**config.mk**
```make
export PLATFORM = sky130hd
export DESIGN_NAME = sh_ext_bus_responder
export DESIGN_NICKNAME = d
export VERILOG_FILES = /design/src/rtl/sh7034_pkg.sv /design/src/rtl/sh_ext_bus_responder.sv
export SDC_FILE = /design/constraint.sdc
export NUM_CORES = 1
export LEC_CHECK = 0
export BUFFER_PORTS_ARGS = -buffer_cell sky130_fd_sc_hd__buf_2
export CAP_MARGIN = 10
export CORE_MARGIN = 1.5
export CORE_UTILIZATION = 40
export DETAILED_ROUTE_END_ITERATION = 10
export MAX_ROUTING_LAYER = met4
export PLACE_DENSITY = 0.66
export SLEW_MARGIN = 20
export SYNTH_ARGS = -nofsm -noshare
export SYNTH_HDL_FRONTEND = slang
export SYNTH_SLANG_ARGS = --single-unit
```
**constraint.sdc**
```tcl
create_clock -name CLK -period 1.9 [get_ports CLK]
set_input_delay 0.38 -clock CLK [delete_from_list [all_inputs] [get_ports CLK]]
set_output_delay 0.38 -clock CLK [all_outputs]
set_load 0.005 [all_outputs]
```
**src/rtl/sh7034_pkg.sv**
```systemverilog
// Shared SH7034 board-side types and constants.
// Holds the external bus responder state type and open-bus value.
package sh7034_pkg;

  typedef enum logic [1:0] {
    IDLE,
    ACCESS,
    HOLD
  } ExtRespState_t;

  localparam logic [15:0] EXT_OPEN_BUS = 16'hFFFF;

endpackage

```
**src/rtl/sh_ext_bus_responder.sv**
```systemverilog
// SH7034 external bus target: turns CPU bus cycles on enabled areas
// into level requests on a simple memory port, stalling via WAIT_N.
// Ports:
//   CLK, RST_N (async, active-low), CE_R/CE_F CPU phase enables
//   A, DI, DO, CS_N, RD_N, WRH_N, WRL_N, WAIT_N : CPU bus side
//   MEM_A, MEM_AREA, MEM_DO, MEM_BE, MEM_WE, MEM_REQ, MEM_DI, MEM_ACK : memory
//   ERR : one-CLK pulse when an access times out
module sh_ext_bus_responder
  import sh7034_pkg::*;
#(
  parameter logic [7:0] AREA_EN = 8'h01,
  parameter logic [7:0] AREA16  = 8'h01,
  parameter int         TIMEOUT = 255
) (
  input  logic        CLK,
  input  logic        RST_N,
  input  logic        CE_R,
  input  logic        CE_F,
  input  logic [23:0] A,
  input  logic [15:0] DI,
  output logic [15:0] DO,
  input  logic [7:0]  CS_N,
  input  logic        RD_N,
  input  logic        WRH_N,
  input  logic        WRL_N,
  output logic        WAIT_N,
  output logic [23:0] MEM_A,
  output logic [2:0]  MEM_AREA,
  output logic [15:0] MEM_DO,
  output logic [1:0]  MEM_BE,
  output logic        MEM_WE,
  output logic        MEM_REQ,
  input  logic [15:0] MEM_DI,
  input  logic        MEM_ACK,
  output logic        ERR
);

  localparam logic [8:0] TO_LIM = 9'(TIMEOUT);

  // {hit, index}; scanning downwards lets the lowest enabled area win
  function automatic logic [3:0] pick_area(
    input logic [7:0] cs_n
  );
    logic [3:0] res;
    res = 4'h0;
    for (int i = 7; i >= 0; i--) begin
      if (!cs_n[i] && AREA_EN[i]) begin
        res = {1'b1, 3'(i)};
      end
    end
    return res;
  endfunction

  ExtRespState_t state;
  logic [3:0]    hit;
  logic          sel;
  logic          stb;
  logic          wide;
  logic          is_rd;
  logic          is16;
  logic [7:0]    cnt;
  logic [8:0]    cnt_nx;

  assign hit    = pick_area(CS_N);
  assign sel    = hit[3];
  assign stb    = !RD_N || !WRH_N || !WRL_N;
  assign wide   = AREA16[hit[2:0]];
  assign cnt_nx = {1'b0, cnt} + 9'd1;

  always_ff @(posedge CLK or negedge RST_N) begin
    if (!RST_N) begin
      state    <= IDLE;
      DO       <= EXT_OPEN_BUS;
      WAIT_N   <= 1'b1;
      MEM_REQ  <= 1'b0;
      MEM_WE   <= 1'b0;
      MEM_BE   <= 2'b00;
      MEM_A    <= 24'h0;
      MEM_AREA <= 3'h0;
      MEM_DO   <= 16'h0;
      ERR      <= 1'b0;
      is_rd    <= 1'b0;
      is16     <= 1'b0;
      cnt      <= 8'h0;
    end else begin
      ERR <= 1'b0;
      unique case (state)
        IDLE: begin
          if (CE_F && sel && stb) begin
            MEM_AREA <= hit[2:0];
            is16     <= wide;
            is_rd    <= !RD_N;
            if (wide) begin
              MEM_A  <= {A[23:1], 1'b0};
              MEM_BE <= !RD_N ? 2'b11 : {!WRH_N, !WRL_N};
              MEM_DO <= DI;
            end else begin
              MEM_A  <= A;
              MEM_BE <= 2'b01;
              MEM_DO <= {8'h00, DI[7:0]};
            end
            MEM_WE  <= RD_N;
            MEM_REQ <= 1'b1;
            WAIT_N  <= 1'b0;
            cnt     <= 8'h0;
            state   <= ACCESS;
          end
        end
        ACCESS: begin
          // strobe release wins over a same-cycle ack
          if (CE_F && !stb) begin
            MEM_REQ <= 1'b0;
            WAIT_N  <= 1'b1;
            state   <= IDLE;
          end else if (MEM_ACK) begin
            MEM_REQ <= 1'b0;
            if (is_rd) begin
              DO <= is16 ? MEM_DI : {8'h00, MEM_DI[7:0]};
            end
            state <= HOLD;
          end else if (CE_R) begin
            if (cnt != 8'hFF) begin
              cnt <= cnt_nx[7:0];
            end
            if (cnt_nx >= TO_LIM) begin
              MEM_REQ <= 1'b0;
              DO      <= EXT_OPEN_BUS;
              ERR     <= 1'b1;
              state   <= HOLD;
            end
          end
        end
        HOLD: begin
          // WAIT_N rises on a CE_F edge so it is stable across CE_R
          if (CE_F) begin
            if (!WAIT_N) begin
              WAIT_N <= 1'b1;
            end else if (!stb) begin
              state <= IDLE;
            end
          end
        end
        default: state <= IDLE;
      endcase
    end
  end

endmodule

```
**Yosys cells after proc, flatten, opt, wreduce, memory -nomap -nowiden**

Memory sizes are Yosys's and may differ from the RTL's.
Index checks and enable logic that the tools add are counted.

- Add/subtract/negate cells: 1
- Magnitude comparators: 2
- Equal/unequal tests: 15
- Multiplexer cells: 41
- Bitwise logic cells: 1
- Reductions and logical operators: 20

Operators with widths:

| kind | number |
|---|---|
| $mux W16 | 6 |
| $mux W8 | 5 |
| $mux W2 | 10 |
| $ne A2 B2 Y1 const B | 9 |
| $pmux W8 S2 | 1 |
| $mux W1 | 15 |
| $reduce_and A6 Y1 | 2 |
| $add A8 B1 Y9 const B | 1 |
| $ge A9 B8 Y1 const B | 1 |
| $ne A4 B4 Y1 const B | 2 |
| $ne A8 B8 Y1 const B | 1 |
| $reduce_and A4 Y1 | 2 |
| $pmux W2 S3 | 1 |
| $reduce_bool A2 Y1 | 3 |
| $reduce_and A5 Y1 | 1 |
| $logic_not A1 Y1 | 4 |
| $lt A3 B4 Y1 const B | 1 |
| $mux W4 | 1 |
| $logic_and A1 B1 Y1 | 3 |
| $pmux W1 S3 | 1 |
| $reduce_bool A3 Y1 | 1 |
| $eq A2 B1 Y1 const B | 1 |
| $eq A2 B2 Y1 const B | 1 |
| $logic_not A2 Y1 | 1 |
| 5 further kinds | 6 |

- Bits in registers: 77
- Bits in read-only memories: 8
- Bits of input ports: 72
- Output and inout bits: 65
- Memories kept: 1

Memory list:

| name | words | width | rd ports | clocked after Yosys merged registers in | wr ports | line | RTL |
|---|---|---|---|---|---|---|---|
| (name not given) | 8 | 1 | 1 | 0 | 0 | sh_ext_bus_responder.sv:67 | `assign wide = AREA16[hit[2:0]];` |

**Longest topological paths before layout**

- Depth in word-level cells: 7
- Gate-level depth with buffers: 8
- Gate-level depth less buffers: 7

**Least setup slack after synthesis**

OpenSTA, ideal clock, no wires.

- Kind: register to register
- Start: register state[0]
- End: register cnt[3]
- Library setup time: 0.133 ns
- Arrival: 1.599 ns
- Path slack: 0.168 ns
- Stages on the path, launching flop included: 8
- Period minus slack after synthesis: 1.732 ns
- Cell sequence: dfrtp_1 > inv_1 > ha_1 > nand2_1 > or2_2 > buf_2 > o21ai_0 > a31oi_1

- Longest elaborated chain between the ends: 3

RTL lines:

| what | line | RTL |
|---|---|---|
| from (decl) | sh_ext_bus_responder.sv:54 | `ExtRespState_t state;` |
| from (signal assigned) | sh_ext_bus_responder.sv:72 | `state <= IDLE;` |
| from (signal assigned) | sh_ext_bus_responder.sv:106 | `state <= ACCESS;` |
| from (signal assigned) | sh_ext_bus_responder.sv:114 | `state <= IDLE;` |
| $eq A2 B1 Y1 / $logic_not A2 Y1 (equally long branches) | sh_ext_bus_responder.sv:87 | `unique case (state)` |
| $ne A2 B2 Y1 (no source line) / $reduce_bool A2 Y1 (equally long branches) | - |  |
| $reduce_and A6 Y1 (no source line) | - |  |
| to (signal assigned) | sh_ext_bus_responder.sv:123 | `cnt <= cnt_nx[7:0];` |
| to (decl) | sh_ext_bus_responder.sv:61 | `logic [7:0] cnt;` |

Several ways; a longest one is shown, not always the timed one.
A chain may end at the register's enable or synchronous reset.

**Worst setup path in the final report**

- Start: register cnt[1]
- End: register MEM_REQ

- Longest elaborated chain between the ends: 4

RTL lines:

| what | line | RTL |
|---|---|---|
| $add A8 B1 Y9 | sh_ext_bus_responder.sv:68 | `assign cnt_nx = {1'b0, cnt} + 9'd1;` |
| $ge A9 B8 Y1 | sh_ext_bus_responder.sv:125 | `if (cnt_nx >= TO_LIM) begin` |
| $ne A4 B4 Y1 (no source line) | - |  |
| $reduce_and A4 Y1 (no source line) | - |  |
| to (signal assigned) | sh_ext_bus_responder.sv:75 | `MEM_REQ <= 1'b0;` |
| to (signal assigned) | sh_ext_bus_responder.sv:116 | `MEM_REQ <= 1'b0;` |
| to (signal assigned) | sh_ext_bus_responder.sv:126 | `MEM_REQ <= 1'b0;` |
| to (decl) | sh_ext_bus_responder.sv:32 | `output logic MEM_REQ,` |

Every way passes these cells.

==> impl_results.md <==
* Outcome: finished, final reports clean
* Htree depth at 3
* Mapped Cells at 370
* Clock buffer depth at 2
* Synth Area in Compound Gates at 0.118
* Hold Fails Final Rpt at 0
* Count of buffers from port buffering at 124
* Crit share post-route at 0.972
* Via-per-instance ratio at 4.80
* VDD IR max at 636 uV
* I/O pins at 137
* Worst Path Required at 2140 ps
* Post-CTS Setup Inserts at 0
* Critical path class: register to register
* Cell Area, Placed at 0.00416 mm^2
* # rows at 33
* Met1 GRT Util at 0.243
* Die width at 94.5 um
* YS warnings at 0
* Initial Utilization at 0.410
* Share of cells above drive strength 1 at 0.384
* Total Power at 5680 uW
* Pre-CTS WS at 11.2 ps
* Leakage at 0.00233 uW
* Simple-Gate Fraction of Synth Area at 0.252
* CTS Sinks at 73
* Worst-Skew Late Latency at 340 ps
* Final wirelength at 8080 um
* Filler cell count at 813
* Min Tclk post-route at 1850 ps
* Post-synthesis xor/xnor area fraction at 0.0157
* Unrepaired setup endpoints after global routing: true
* Pwr/cell area at 1290 mW/mm^2
* Tot GR Track Use at 0.191
* Met3 usage at 0.0507
* CTS tree: yes
* ANT cells at 0
* Cell Count, Final, Fillers Out at 616
* Fmax at 541 MHz
* Syn_area_per_cell at 9.06 um^2
* Core Region at 0.00818 mm^2
* WP data arrival at 2080 ps
* Number of synthesized flops with an enable pin at 0
* GR peak layer: met2
* Final instance area at 0.00441 mm^2
* Final WS setup at 53.0 ps
* Residual DRC at 0
* Max incr delay on CP at 430 ps
* Max-slew violation count at 0
* Final RePlAce weighted congestion at 0.803
* Global route total overflow at 0
* Clock transition at path regs at 80 ps
* Placed Cells at 599
* Adder-cell share of the synthesized area at 0.0224
* Post-synthesis mux area share at 0.00336
* Hold WC Path Type: primary input to register
* Final ANT Viol Nets at 0
* Post-synth cell types at 47
* Critical-path cell list: ha_2, and2_2, and2b_2, a21oi_4, a31oi_1, buf_4, o21ba_4
* Drt first pass iters at 4
* Largest net degree at the start of global routing at 42
* Antenna violations before repair at 0
* Via count at 2,954
* Max Cap Viol at 0
* Layout area overhead at 31.7%
* Vias in the first global route at 2,803
* Root buffer cell: clkbuf_8
* Most frequent cells in the layout: nand2_1, buf_2, dfrtp_1, nor2_1, a21oi_1
* Mapped Area at 0.00335 mm^2
* Setup crit end kind: register
* Chip height at 94.5 um
* Slowest-stage cell, CP: dfrtp_2
* First-pass GRT wire length at 12,900 um
* GR Layer Usage met2 at 0.301
* Final setup vio count at 0
* Crit start category: register
* Seq/Total Area, Yosys at 0.551
* Synth Flop Type: dfrtp_1
* DIE AREA at 0.00894 mm^2
* Yosys reg bits at 73
* Detailed placer's ending HPWL at 5710 um
* Final Skew at 8.11 ps
* Largest family of logic cells by synthesized area: simple AND/OR/NAND/NOR gates
* TritonCTS Buffers at 9
* Setup TNS at 0 ps
* Starting DRT DRC Count at 185
* Ys async rst share at 1.00
* Worst-path maximum fanout at 5
* WL per Instance at 13.1 um
* NumNets Final at 584
* Most common cell after layout, fill and taps aside: nand2_1
-- per-layer routing --
layer	vias to the layer above	wire length (um)
li1	1482	-
met1	1373	3700
met2	93	3760
met3	6	526
met4	0	84
met5	-	0
-- registers in the layout, indices dropped and copies added (netlist names), 2 cells and up --
name / cells
MEM_A: 23
MEM_DO: 16
cnt: 8
MEM_BE: 2
state: 2
DO: 16
-- synth_stat cells, drive strengths merged (4+ instances only) --
master   instances  area [um^2]
ha               6         75.1
a21oi           24          131
a31oi            7         43.8
o21ai            5         28.8
dfstp           17          447
clkbuf           5         18.8
dfrtp           56         1400
buf             14         81.3
nand3            5         30.0
o2bb2ai          8         70.1
nand4            4         31.3
and3             4         26.3
nor2            33          126
inv              6         22.5
and2             4         27.5
nand2          139          522
-- cells by family after synthesis --
logic type                 after synthesis
AOI/OAI and AO/OA                       57
xor gates and xnor gates                 6
adders and majority gates                6
buffers and inverters                   25
DFF                                     73
muxes                                    1
other                                    1
and+or+nand+nor                        201
-- cell type report --
cell class,count,area (um^2),area share
clock buffers,11,131,0.0298
clock inverters,5,56.3,0.0128
inverters,6,22.5,0.00510
multi-input cells,275,1440,0.325
flip-flops and latches,73,1850,0.419
well taps,105,131,0.0298
repair buffers,141,786,0.178
-- worst paths after layout --
path                                start        end  slack, ps  depth (start not counted)
worst max-delay path               cnt[1]    MEM_REQ         50                          7
worst min-delay path                A[17]  MEM_A[17]        220                          3
worst max register to register     cnt[1]    MEM_REQ         50                          7
worst min register to register  MEM_A[22]  MEM_A[22]        470                          2
max in group asynchronous           RST_N      DO[3]        760                          3
min in group asynchronous           RST_N   state[0]        520                          2
-- repair_timing --
item                                    4_1_cts  5_1_grt
pin swaps                                     0        7
endpoints found under the setup margin        1       56
resized for setup                             1       14
gates cloned                                  0        0
endpoints found under the hold margin        31        0
hold buffers                                  1        0
-- worst max-delay path: cells and delay by family (launching register included) --
kind / cells / cell delay [ps]
AOI/OAI and AO/OA: 3 / 500
adders and majority gates: 1 / 210
buffers and inverters: 1 / 170
DFF: 1 / 430
and+or+nand+nor: 2 / 430
-- power breakdown --
group	total [uW]	switching (uW)	leakage (uW)	internal, uW
sequential	2540	329	0.000874	2220
clock	1180	577	0.0000933	606
combinational	1950	992	0.00136	960
total	5680	1900	0.00233	3780
-- stage by stage --
step / util / hold slack (ps)
2_1_floorplan: - / 84.4
3_3_place_gp: 0.509 / 358
3_5_place_dp: 0.509 / 356
4_1_cts: 0.534 / 206
5_1_grt: 0.540 / 209
6_report: 0.540 / 220
Power figures use the tool's default switching activity.
